==> src/rtl/game_pkg.sv <==
// Shared constants and the deal sequencer state encoding used across the game control blocks.
package game_pkg;

    localparam int CARD_NUM    = 106;
    localparam int IDX_W       = 7;
    localparam int CNT_W       = 4;
    localparam int INVALID_IDX = 110;
    localparam int HAND_DEAL   = 14;

    typedef enum logic [2:0] {
        IDLE,
        REQ,
        WAIT,
        COMMIT,
        FIN
    } deal_state_e;

endpackage

==> src/rtl/deal_cards.sv <==
// Deck owner and draw sequencer: requests one card at a time from draw_once and moves it deck -> hand.
// Optional build macro DEAL_CHECK_EN rejects out-of-range or already-dealt indices and redraws.
module deal_cards
    import game_pkg::*;
(
    input  logic                clk,
    input  logic                rst,
    input  logic                interboard_rst,
    input  logic                deal_start,
    input  logic [CNT_W-1:0]    deal_cnt,
    input  logic                draw_ready,
    input  logic                draw_done,
    input  logic [IDX_W-1:0]    drawn_card_idx,
    output logic                draw_one,
    output logic [CARD_NUM-1:0] available_card,
    output logic [CARD_NUM-1:0] hand_card,
    output logic [IDX_W-1:0]    deck_left,
    output logic                card_valid,
    output logic [IDX_W-1:0]    card_idx,
    output logic                busy,
    output logic                deal_done,
    output logic                deck_empty
);

    deal_state_e         r_state;
    logic [CNT_W-1:0]    r_remain;
    logic [IDX_W-1:0]    r_drawn_idx;
    logic [CARD_NUM-1:0] r_avail;
    logic [CARD_NUM-1:0] r_hand;
    logic [IDX_W-1:0]    r_deck_left;
    logic                r_draw_one;
    logic                r_card_valid;
    logic [IDX_W-1:0]    r_card_idx;
    logic                r_deal_done;
    logic                r_deck_empty;

    logic                w_in_range;
    logic                w_accept;
    logic [CNT_W-1:0]    w_remain_next;

    assign w_in_range    = (r_drawn_idx < IDX_W'(CARD_NUM));
    assign w_remain_next = r_remain - 1'b1;

`ifdef DEAL_CHECK_EN
    logic [7:0] r_err_cnt;
    // A card may only be committed if it is a real tile that is still in the deck.
    assign w_accept = w_in_range && r_avail[r_drawn_idx];
`else
    assign w_accept = 1'b1;
`endif

    // NOTE: the bitmaps are plain flops, not a RAM, so they take the async reset like any other state.
    always_ff @(posedge clk or negedge rst) begin
        if (!rst) begin
            r_state      <= IDLE;
            r_remain     <= '0;
            r_drawn_idx  <= IDX_W'(INVALID_IDX);
            r_avail      <= '1;
            r_hand       <= '0;
            r_deck_left  <= IDX_W'(CARD_NUM);
            r_draw_one   <= 1'b0;
            r_card_valid <= 1'b0;
            r_card_idx   <= '0;
            r_deal_done  <= 1'b0;
            r_deck_empty <= 1'b0;
`ifdef DEAL_CHECK_EN
            r_err_cnt    <= '0;
`endif
        end else if (interboard_rst) begin
            r_state      <= IDLE;
            r_remain     <= '0;
            r_drawn_idx  <= IDX_W'(INVALID_IDX);
            r_avail      <= '1;
            r_hand       <= '0;
            r_deck_left  <= IDX_W'(CARD_NUM);
            r_draw_one   <= 1'b0;
            r_card_valid <= 1'b0;
            r_card_idx   <= '0;
            r_deal_done  <= 1'b0;
            r_deck_empty <= 1'b0;
`ifdef DEAL_CHECK_EN
            r_err_cnt    <= '0;
`endif
        end else begin
            // NOTE: pulses default low here so every branch below only has to raise them.
            r_draw_one   <= 1'b0;
            r_card_valid <= 1'b0;
            r_deal_done  <= 1'b0;
            case (r_state)
                IDLE: begin
                    if (deal_start) begin
                        r_remain     <= deal_cnt;
                        r_deck_empty <= 1'b0;
                        r_state      <= (deal_cnt == '0) ? FIN : REQ;
                    end
                end
                REQ: begin
                    // draw_once divides by deck_left, so an empty deck must never be requested.
                    if (r_deck_left == '0) begin
                        r_deck_empty <= 1'b1;
                        r_state      <= FIN;
                    end else if (draw_ready) begin
                        r_draw_one <= 1'b1;
                        r_state    <= WAIT;
                    end
                end
                WAIT: begin
                    if (draw_done) begin
                        r_drawn_idx <= drawn_card_idx;
                        r_state     <= COMMIT;
                    end
                end
                COMMIT: begin
                    if (w_accept) begin
                        if (w_in_range) begin
                            r_avail[r_drawn_idx] <= 1'b0;
                            r_hand[r_drawn_idx]  <= 1'b1;
                        end
                        r_deck_left  <= r_deck_left - 1'b1;
                        r_remain     <= w_remain_next;
                        r_card_valid <= 1'b1;
                        r_card_idx   <= r_drawn_idx;
                        r_state      <= (w_remain_next == '0) ? FIN : REQ;
                    end else begin
`ifdef DEAL_CHECK_EN
                        r_err_cnt <= r_err_cnt + 1'b1;
`endif
                        r_state   <= REQ;
                    end
                end
                FIN: begin
                    r_deal_done <= 1'b1;
                    r_state     <= IDLE;
                end
                default: r_state <= IDLE;
            endcase
        end
    end

    assign draw_one       = r_draw_one;
    assign available_card = r_avail;
    assign hand_card      = r_hand;
    assign deck_left      = r_deck_left;
    assign card_valid     = r_card_valid;
    assign card_idx       = r_card_idx;
    assign busy           = (r_state != IDLE);
    assign deal_done      = r_deal_done;
    assign deck_empty     = r_deck_empty;

endmodule

==> config.mk <==
export PLATFORM = sky130hd
export DESIGN_NAME = deal_cards
export DESIGN_NICKNAME = d
export VERILOG_FILES = /design/src/rtl/game_pkg.sv /design/src/rtl/deal_cards.sv
export SDC_FILE = /design/constraint.sdc
export NUM_CORES = 1
export LEC_CHECK = 0
export ABC_AREA = 1
export BUFFER_PORTS_ARGS = -buffer_cell sky130_fd_sc_hd__buf_2
export CORE_MARGIN = 4
export CORE_UTILIZATION = 50
export DETAILED_ROUTE_END_ITERATION = 10
export PLACE_DENSITY = 0.71
export SYNTH_ARGS = -nofsm -noshare
export SYNTH_HDL_FRONTEND = slang
export SYNTH_SLANG_ARGS = --single-unit
==> constraint.sdc <==
create_clock -name clk -period 2.97 [get_ports clk]
set_input_delay 0.297 -clock clk [delete_from_list [all_inputs] [get_ports clk]]
set_output_delay 0.297 -clock clk [all_outputs]
set_load 0.01 [all_outputs]
==> summary.txt <==
FP Rows - 53
Measured slew at the worst slew-check pin - 849 ps
Core Footprint - 0.0210 sq mm
Iteration-0 DRC count of the detailed router - 596
Number of top-level pins - 248
Flop and latch count out of synthesis - 244
Non-filler cells, final - 1783
Area of the mapped netlist - 0.0106 sq mm
Vias - 9287
Maximum buffer depth of the clock tree - 3
Reported leakage power - 6.22 nW
TritonRoute pass-1 iters - 5
Met1 track demand over resource - 35.9%
Max rail drop VDD - 457 uV
P per Cell Area - 615 mW/mm^2
Area of the multi-input gates - 0.00382 sq mm
Setup fix buffers added after clock tree synthesis - 0
Cell breakdown of the critical path - inv_1, nand2_1, nand4_2, nand2_8, buf_4, o21ai_0
Crit path buf inv count - 2
Clock insertion delay at the later pin of the skew report - 520 ps
Ranking of synthesized cells by instance count - nand2_1, o21ai_0, nor2_1
Cell at the slowest stage of the critical path - dfstp_2
Register area - 0.00625 sq mm
TritonCTS Buffers - 26
Count of nets after finishing - 1509
Met2 demand-to-capacity share in global routing - 39.3%
Post-Place Cells - 1733
Highest achievable clock rate - 0.517 GHz
Syn Area/Cell - 8.41 sq um
Overflow left after global routing - 0
Number of synthesized flops with an enable pin - 0
Fraction of met3 tracks used by global routing - 4.95%
Initial antenna violation count - 0
CP required - 3330 ps
Sequential share of the synthesized area - 58.9%
Clock tree from TritonCTS - yes
Grt peak-use layer - met2
Post-layout min period - 1940 ps
H-tree depth - 1
Wire length reported by the detailed router - 30.3 mm
Remaining routing DRC violations - 0
Cell type group with the largest total delay on the critical path - flip-flops
Status - finished clean
Gate count of the mapped netlist - 1263
Share of the clock period used by the worst path after layout - 65.2%
Average wire per standard cell - 17.0 microns
Number of pins with negative max-slew slack in the final report - 0
Residual antenna-violating net count after detailed routing - 0
Cell at the root of the clock tree - clkbuf_16
Top cells by area in the synthesized netlist - dfrtp_1, dfstp_2, nand2_1
Endpoints failing hold - 0
Weighted congestion reported at the end of routability-driven placement - 0.861
CTS sink cnt - 244
RSZ-0062 raised after global routing - false
Sort of element at the start of the critical path - register
Arrival @ worst endpoint - 2300 ps
Wire length of the first global-routing pass - 48.2 mm
CP Class - register to register
Maximum number of pins on one net before global-route repair - 178
Headroom to the max-slew limit - 43.3%
Vias in the first global route - 8767
Die outline area - 0.0236 sq mm
Area growth from synthesis to layout - 21.8%
Count of cell types in the netlist - 27
Die X - 154 microns
Post-detailed-route via-to-cell ratio - 5.21
Final-report setup violation count - 0
Fraction of synthesis flops using an asynchronous set or reset pin - 100%
Total routing usage reported by global routing - 25.0%
Total power consumption of the routed design - 0.00796 W
Antenna diode count - 0
Number of warnings issued by yosys - 0
Area share of the largest cell type after synthesis - 30.4%
Flip-flop cell with the highest count after synthesis - dfrtp_1
Cell taking the most area after synthesis - dfrtp_1
Die extent in y - 154 microns
Starting density of the core - 50.7%
Post-synthesis net count - 1284
Filler cell count - 1905
Clock Skew - 12.3 ps
Max Cap Violations - 0
Slack of the worst reg-to-reg path - 1030 ps
Total Negative Setup Slacks - 0 ps
Count of port buffers added during placement - 247
HPWL after detailed placement - 20.0 mm
Endpoint type of the worst setup path - register
Hold WC Path Type - input port to register
Leading cell type by number of instances after synthesis - nand2_1
Largest fanout on the critical path - 65
Reg clk slew, reported paths - 60 ps
Layout cell share with drive strength beyond 1 - 28.4%
Critical Path Max Stage Delay - 540 ps
[through the flow]
| stage | area (sq um) | worst slack, ps | utilization [%] | hold WS (ps) |
|---|---|---|---|---|
| 2_1_floorplan | 10600 | 1380 | - | 1.41 |
| 3_3_place_gp | 12000 | 915 | 57.5 | 392 |
| 3_5_place_dp | 12000 | 838 | 57.5 | 392 |
| 4_1_cts | 12900 | 1030 | 61.7 | 5.51 |
| 5_1_grt | 12900 | 837 | 61.7 | 27.7 |
| 6_report | 12900 | 1030 | 61.7 | 18.4 |
[placed cells by master (no fill, tap or decap), drive strengths merged]
cell type,instances
nand4,1
o21ai,244
dfrtp,129
a21oi,13
nand3,29
ha,4
clkinv,3
o21a,1
inv,55
nor3,2
or2,1
dlygate4sd3,2
nand2,466
a22oi,1
and3,1
nor2,133
buf,264
bufinv,1
dfstp,115
clkbuf,43
[final timing paths]
kind,start,to,depth (start not counted)
worst min-delay path,drawn_card_idx[3],r_drawn_idx[3],3
worst min register to register,available_card[54],available_card[54],2
worst max register to register,r_drawn_idx[3],hand_card[86],6
min in group asynchronous,rst,hand_card[99],2
max in group asynchronous,rst,available_card[36],3
worst max-delay path,r_drawn_idx[3],hand_card[86],6
[kinds of logic after synthesis]
kind of cell / after synthesis / share of synthesized area, %
DFF: 244 / 58.9
adders and majority gates: 4 / 0.471
buffers and inverters: 123 / 5.26
and+or+nand+nor: 633 / 23.2
AOI/OAI and AO/OA: 259 / 12.3
[where the power goes]
group / internal [W] / switching [W] / leakage, nW / total, W
Combinational: 0.000286 / 0.000864 / 2.78 / 0.00115
Clock: 0.00196 / 0.00129 / 0.430 / 0.00325
Sequential: 0.00347 / 0.0000940 / 3.00 / 0.00356
Total: 0.00571 / 0.00225 / 6.22 / 0.00796
[worst reg2reg max path: stages, from the launching register on]
cell and delay (ps):
dfstp_2 540, inv_1 70, nand2_1 120, nand4_2 210, nand2_8 140, buf_4 470
o21ai_0 240
[layer usage]
layer | vias up | wire length [microns]
met5 | - | 0
met4 | 0 | 790
met3 | 47 | 2290
met2 | 350 | 14100
met1 | 4418 | 13200
li1 | 4472 | -
[area by class of cell]
class	count	area share (%)
well taps	275	2.66
clock buffers	43	6.31
inverters	54	1.62
flip-flops and latches	244	48.3
repair buffers	266	11.2
multi-input cells	896	29.5
clock inverters	5	0.416
[registers in the layout (all words and copies together) (netlist names)]
register and count:
hand_card 106, r_state 3, deck_empty 1, available_card 106
r_drawn_idx 7, card_idx 7, deal_done 1, deck_left 7
r_remain 4, draw_one 1, card_valid 1
[timing repair]
action,CTS,global route
gates resized for setup,0,0
hold buffers,2,0
setup endpoints to repair,0,0
endpoints found under the hold margin,50,0
(Power assumes the default switching activity.)
